$ cat src/rtl/mux_lp_pwr_sched_pkg.sv
// Shared encodings for the pulsed-power mux scheduler.
// FSM states, round-robin pointer values and a sizing helper.
package mux_lp_pwr_sched_pkg;

    localparam logic [2:0] ST_IDLE  = 3'd0;
    localparam logic [2:0] ST_SETUP = 3'd1;
    localparam logic [2:0] ST_PULSE = 3'd2;
    localparam logic [2:0] ST_CAPT  = 3'd3;
    localparam logic [2:0] ST_GAP   = 3'd4;

    localparam logic PTR_A = 1'b0;
    localparam logic PTR_B = 1'b1;

    function automatic int max3(int a, int b, int c);
        int m;
        m = (a > b) ? a : b;
        return (m > c) ? m : c;
    endfunction

endpackage

$ cat src/rtl/mux_lp_rr_arb.sv
// Two-way round-robin arbiter for the mux scheduler.
// The pointer moves to the side that did not own the last access.
module mux_lp_rr_arb
    import mux_lp_pwr_sched_pkg::*;
(
    input  logic clk,
    input  logic rst,
    input  logic req_a,
    input  logic req_b,
    input  logic advance,
    input  logic owner_a,
    output logic win_a,
    output logic win_b
);

    logic ptr;

    assign win_a = req_a & (~req_b | (ptr == PTR_A));
    assign win_b = req_b & ~win_a;

    always_ff @(posedge clk) begin
        if (rst) begin
            ptr <= PTR_A;
        end else if (advance) begin
            ptr <= owner_a ? PTR_B : PTR_A;
        end
    end

endmodule

$ cat src/rtl/mux_lp_pwr_sched.sv
// Shares a pulsed-power 2:1 mux between two requesters and
// sequences setup, supply pulse, capture and cooldown.
module mux_lp_pwr_sched
    import mux_lp_pwr_sched_pkg::*;
#(
    parameter int SETUP_CYC = 1,
    parameter int PULSE_CYC = 2,
    parameter int GAP_CYC   = 1
) (
    input  logic clk,
    input  logic rst,
    input  logic req_a,
    input  logic din_a,
    input  logic req_b,
    input  logic din_b,
    output logic gnt_a,
    output logic gnt_b,
    output logic done_a,
    output logic done_b,
    output logic dout,
    output logic busy,
    output logic mux_a,
    output logic mux_b,
    output logic mux_sel,
    output logic pwr_clk,
    input  logic mux_y
);

    localparam int CW =
        $clog2(max3(SETUP_CYC, PULSE_CYC, GAP_CYC) + 1);

    logic [2:0]    state;
    logic [2:0]    state_nx;
    logic [CW-1:0] cnt;
    logic [CW-1:0] cnt_nx;
    logic          win_a;
    logic          win_b;
    logic          any_req;
    logic          last;
    logic          grant;

    assign any_req = req_a | req_b;
    assign last    = (cnt == CW'(1));
    assign grant   = (state == ST_IDLE) & any_req;

    mux_lp_rr_arb u_arb (
        .clk     (clk),
        .rst     (rst),
        .req_a   (req_a),
        .req_b   (req_b),
        .advance (state == ST_CAPT),
        .owner_a (gnt_a),
        .win_a   (win_a),
        .win_b   (win_b)
    );

    // Counter is loaded on entry; each timed state exits at count==1.
    always_comb begin
        state_nx = state;
        cnt_nx   = cnt;
        case (state)
            ST_IDLE: begin
                if (any_req) begin
                    state_nx = ST_SETUP;
                    cnt_nx   = CW'(SETUP_CYC);
                end
            end
            ST_SETUP: begin
                if (last) begin
                    state_nx = ST_PULSE;
                    cnt_nx   = CW'(PULSE_CYC);
                end else begin
                    cnt_nx = cnt - CW'(1);
                end
            end
            ST_PULSE: begin
                if (last) begin
                    state_nx = ST_CAPT;
                end else begin
                    cnt_nx = cnt - CW'(1);
                end
            end
            ST_CAPT: begin
                if (GAP_CYC > 0) begin
                    state_nx = ST_GAP;
                    cnt_nx   = CW'(GAP_CYC);
                end else begin
                    state_nx = ST_IDLE;
                end
            end
            ST_GAP: begin
                if (last) begin
                    state_nx = ST_IDLE;
                end else begin
                    cnt_nx = cnt - CW'(1);
                end
            end
            default: begin
                state_nx = ST_IDLE;
                cnt_nx   = '0;
            end
        endcase
    end

    always_ff @(posedge clk) begin
        if (rst) begin
            state   <= ST_IDLE;
            cnt     <= '0;
            gnt_a   <= 1'b0;
            gnt_b   <= 1'b0;
            done_a  <= 1'b0;
            done_b  <= 1'b0;
            dout    <= 1'b0;
            busy    <= 1'b0;
            mux_a   <= 1'b0;
            mux_b   <= 1'b0;
            mux_sel <= 1'b0;
            pwr_clk <= 1'b0;
        end else begin
            state   <= state_nx;
            cnt     <= cnt_nx;
            busy    <= (state_nx != ST_IDLE);
            pwr_clk <= (state_nx == ST_PULSE);
            done_a  <= (state_nx == ST_CAPT) & gnt_a;
            done_b  <= (state_nx == ST_CAPT) & gnt_b;
            // Mux drive is frozen from grant through capture.
            if (grant) begin
                gnt_a   <= win_a;
                gnt_b   <= win_b;
                mux_sel <= win_a;
                mux_a   <= win_a & din_a;
                mux_b   <= win_b & din_b;
            end else if (state == ST_CAPT) begin
                gnt_a   <= 1'b0;
                gnt_b   <= 1'b0;
                mux_sel <= 1'b0;
                mux_a   <= 1'b0;
                mux_b   <= 1'b0;
            end
            if ((state == ST_PULSE) && last) begin
                dout <= mux_y;
            end
        end
    end

endmodule

$ cat config.mk
export PLATFORM = sky130hd
export DESIGN_NAME = mux_lp_pwr_sched
export DESIGN_NICKNAME = d
export VERILOG_FILES = /design/src/rtl/mux_lp_pwr_sched_pkg.sv /design/src/rtl/mux_lp_rr_arb.sv /design/src/rtl/mux_lp_pwr_sched.sv
export SDC_FILE = /design/constraint.sdc
export NUM_CORES = 1
export LEC_CHECK = 0
export ABC_AREA = 1
export BUFFER_PORTS_ARGS = -buffer_cell sky130_fd_sc_hd__clkbuf_2
export CAP_MARGIN = 40
export CORE_ASPECT_RATIO = 0.6
export CORE_UTILIZATION = 25
export CTS_BUF_LIST = sky130_fd_sc_hd__clkbuf_8
export DETAILED_ROUTE_END_ITERATION = 16
export PLACE_DENSITY = 0.42
export SLEW_MARGIN = 15
export SYNTH_ARGS = -nofsm -noshare
export SYNTH_HDL_FRONTEND = slang
export SYNTH_SLANG_ARGS = --single-unit
$ cat constraint.sdc
create_clock -name clk -period 1.8 [get_ports clk]
set_input_delay 0.18 -clock clk [delete_from_list [all_inputs] [get_ports clk]]
set_output_delay 0.18 -clock clk [all_outputs]
set_load 0.005 [all_outputs]
; Word-level counts from Yosys, hierarchy flattened
; Index checks and enable logic that the tools add are counted.
[classes]
add_sub_neg = 1
n_reduce_logical = 6
n_eq_ne = 9
n_mux = 15
n_bitwise = 12
[ops]
columns = cell, count
row1 = 3-bit one-hot mux with 5 select lines, 1
row2 = 3-bit by 2-bit equality test with 1-bit output (second input constant), 4
row3 = 3-bit two-way mux, 4
row4 = 2-bit one-hot mux with 4 select lines, 1
row5 = 1-bit bitwise AND, 7
row6 = 1-bit two-way mux, 6
row7 = 2-bit two-way mux, 3
row8 = 2-bit inequality test (second input constant), 2
row9 = 3-bit by 1-bit equality test with 1-bit output (second input constant), 1
row10 = 3-bit equality test (second input constant), 1
row11 = 3-bit logical NOT, 1
row12 = 1-bit NOT, 3
row13 = 3-bit nonzero test, 1
row14 = 2-bit by 1-bit equality test with 1-bit output (second input constant), 1
row15 = 1-bit bitwise OR, 2
row16 = 2-bit AND reduction, 1
row17 = 2-bit nonzero test, 1
row18 = 2-bit OR reduction, 1
row19 = 2-bit by 1-bit subtractor with 2-bit output (second input constant), 1
row20 = 1-bit logical AND, 1
[totals]
reg_bits = 15
input_bits = 7
output_inout_bits = 10
elab_cells = 55

; Depth between registers and ports, before layout
[logic_depth]
word_depth = 7
depth_mapped = 8
depth_no_buf = 8

; Cells and area by module
; A second synthesis with hierarchy kept.
[unflattened]
cells_unflattened = 107
area_unflattened_um2 = 745.7
[modules_own_cells]
columns = module, area_each_um2, seq_area_each_um2, n_inst, cells_per_inst
row1 = mux_lp_pwr_sched, 684.4, 280.3, 1, 97
row2 = mux_lp_rr_arb, 61.3, 20.0, 1, 10

; Least setup slack after synthesis
; OpenSTA, ideal clock, no wires.
[synth_timing]
path_type = reg2reg
from = register cnt[1]
to = register busy
path_stages_with_launch = 9
setup_time_ns = 0.114
setup_slack_ns = 0.676
n_path_buf = 0
required_ns = 1.686
period_less_slack_ns = 1.124
t_arrival_ns = 1.009
path_cell_list = dfxtp_1 -> inv_1 -> ha_1 -> inv_1 -> nor2_2 -> inv_2 -> nand3_2 -> nand2_1 -> nand2_1
[synth_between]
elab_chain_len = 4
elab_cells_between_ends = 6
[synth_lines]
columns = item, line_no
row1 = from (decl), mux_lp_pwr_sched.sv:34  ; logic [CW-1:0] cnt;
row2 = from (signal assigned), mux_lp_pwr_sched.sv:121  ; cnt <= cnt_nx;
row3 = 2-bit by 1-bit equality test with 1-bit output (*), mux_lp_pwr_sched.sv:43  ; assign last = (cnt == CW'(1));
row4 = "3-bit two-way mux, on equally long branches", "mux_lp_pwr_sched.sv:92, mux_lp_pwr_sched.sv:69, mux_lp_pwr_sched.sv:77"
row5 = 3-bit one-hot mux with 5 select lines (*), mux_lp_pwr_sched.sv:61  ; case (state)
row6 = 3-bit nonzero test (*), mux_lp_pwr_sched.sv:122  ; busy <= (state_nx != ST_IDLE);
row7 = to (signal assigned), mux_lp_pwr_sched.sv:122
row8 = to (decl), mux_lp_pwr_sched.sv:21  ; output logic busy,
; Mark *: on every way between the ends. The rest lies on a longest branch, timed or not.
; A chain may end at the register's enable or synchronous reset.

; Final worst setup path
; Ends and elaborated chain as after synthesis.

==> impl_metrics.csv <==
group,metric,value,unit
placement,portBuffers,16,
cells_and_area,area_growth,22.5,%
cts,clockRootBuffer,"clkbuf_8",
cts,clk_pin_slew,0.07,ns
die,rows,14,
cts,cts_made_buffers,3,
synthesis,ys_async_sr_fraction,0,%
drt,routed_wl,1580,µm
synthesis,synth_area_per_cell,7.56,µm²
die,start_util,28.0,%
timing,post-route-min-period,1.26,ns
critical_path,cp-end-kind,"flip-flop",
synthesis,synth_nets,107,
cts,clockBufferDepth,2,
cts,hold_buffers,0,
synthesis,synth.yosys.seq_area_share,40.5,%
global_routing,grt_pass1_vias,582,
die,die_w,72.3,µm
timing,finClkSkew,0.00364,ns
cts,cts_tree,"built",
cells_and_area,multiInputGateArea,360,µm²
die,dieArea,3190,µm²
timing,hold_viol,0,
critical_path,crit_required,1.95,ns
drt,postRouteAntennaNets,0,
timing,timing.final.crit_share,69.9,%
drt,via_per_inst,4.10,
global_routing,grt_pass1_wl,2650,µm
cells_and_area,fin_nets,126,
pwr,ir_drop,0.401,mV
cts,clk_latency,0.25,ns
placement,gp_congestion,0.783,
cells_and_area,design_area,907,µm²
min_path,hp-class,"in -> reg",
synthesis,synth_area,741,µm²
critical_path,critPathKind,"reg -> reg",
pwr,total_leakage_power,0.000417,µW
timing,rsz0062_at_grt,"false",
critical_path,cp_max_fo,4,
cts,htree_levels,1,
job,cap_viol_max_count,0,
global_routing,grt_usage,11.3,%
global_routing,grt_antenna_before_repair,0,
drt,vias,640,
status,status,"finished, final reports clean",
timing,tns,0,ns
cells_and_area,fill_cells,300,
cells_and_area,seqCellArea,300,µm²
cells_and_area,antenna_cells,0,
synthesis,synthDistinctLibCells,22,
synthesis,ys_seq_elements,15,
cells_and_area,final_common_cell,"nand2_1",
pwr,p_per_area,1010,nW/µm²
synthesis,syn_inst,98,
cts,postCtsSetupBuffers,0,
cts,cts.repair.resized,0,
die,die_y,44.2,µm
die,core,2650,µm²
timing,report.final.slew_viol_count,0,
synthesis,yosysWarningCount,0,
timing,max_slew_margin,81.0,%
cts,cts_sinks,15,
placement,dp_hpwl,1250,µm
global_routing,gr-total-overflow,0,
critical_path,cp_data_arrival_time,1.41,ns
timing,max_freq,795,MHz
timing,worst_slew_pin_slew,0.285,ns
drt,drcViolationCount,0,
synthesis,synth_flop_cell,"dfxtp_1",
cells_and_area,final_cell_mix,"19 x nand2_1, 16 x clkbuf_2, 15 x dfxtp_1",
die,top_level_ports,17,
drt,wire_per_inst,10.1,µm
critical_path,r2r_slack,0.54,ns
synthesis,synth-edff-count,0,
drt,drtIter0Drc,18,
timing,setup_violations,0,
drt,dr.pass1.iters,4,
critical_path,startpoint_type,"flip-flop",
cells_and_area,drive_above_1_share,38.8,%
global_routing,grt_max_degree,11,
placement,dpl_cell_area,858,µm²
-- critical path, stage by stage (launching register included) --
cell,delay (ns)
dfxtp_1,0.35
inv_1,0.05
ha_1,0.23
inv_1,0.14
nor2_2,0.07
inv_2,0.08
nand3_2,0.08
nand2_1,0.09
nand2_1,0.06
-- worst paths after layout --
| path | depth (start not counted) | end | from |
|---|---|---|---|
| min | 3 | mux_a | din_a |
| min reg2reg | 2 | u_arb.ptr | u_arb.ptr |
| max reg2reg | 8 | busy | cnt[1] |
| max | 8 | busy | cnt[1] |
-- cells in the mapped netlist (2+ instances only) --
cell      n  area (µm²)
nand2_1  19        71.3
dfxtp_1  15         300
inv_1    12        45.0
inv_2     6        22.5
nor2_2    6        37.5
nand3_1   5        25.0
nor2_1    5        18.8
nand2_2   4        25.0
o21ai_1   4        20.0
a21oi_2   3        26.3
nand3_2   3        30.0
nand4_1   3        18.8
o21ai_0   3        15.0
ha_1      2        25.0
-- layer usage --
metal	global-route usage [%]	vias to the layer above	wire length, µm
met1	15.7	274	892
met4	4.71	0	21
met2	15.0	18	560
met5	0	-	0
met3	5.24	2	110
li1	-	346	-
-- cell type report --
type                            count  area share [%]
Multi-Input combinational cell     63            39.7
Sequential cell                    15            33.1
Timing Repair Buffer               16            8.83
Inverter                           18            7.45
Tap cell                           40            5.52
Clock buffer                        3            4.55
Clock inverter                      1           0.828
-- power breakdown --
group / internal [µW] / leakage [µW] / switching, µW / total (µW)
Combinational: 84.3 / 0.000273 / 141 / 225
Sequential: 367 / 0.000123 / 31.2 / 398
Clock: 156 / 0.0000217 / 134 / 290
Total: 607 / 0.000417 / 307 / 913
-- kinds of logic after synthesis --
group                      Yosys count  share of synthesized area [%]
and+or+nand+nor                     48                           33.4
buffers and inverters               20                           10.8
DFF                                 15                           40.5
AOI/OAI and AO/OA                   13                           11.8
adders and majority gates            2                           3.38
-- registers in the layout, summed over array words and instances (netlist names) --
name,cells
busy,1
cnt,2
done_a,1
done_b,1
dout,1
gnt_b,1
mux_a,1
mux_b,1
mux_sel,1
pwr_clk,1
state,3
u_arb.ptr,1
-- stage by stage --
step / power (µW) / setup slack (ns) / std cells / hold WS, ns / util, %
3_3_place_gp: 635 / 0.558 / 152 / 0.407 / 32.5
2_1_floorplan: 573 / 0.676 / 98 / 0.315 / -
5_1_grt: 973 / 0.420 / 156 / 0.173 / 34.3
4_1_cts: 927 / 0.531 / 156 / 0.145 / 34.3
3_5_place_dp: 632 / 0.550 / 152 / 0.413 / 32.5
6_report: 913 / 0.542 / 156 / 0.147 / 34.3
Power figures use the tool's default switching activity.
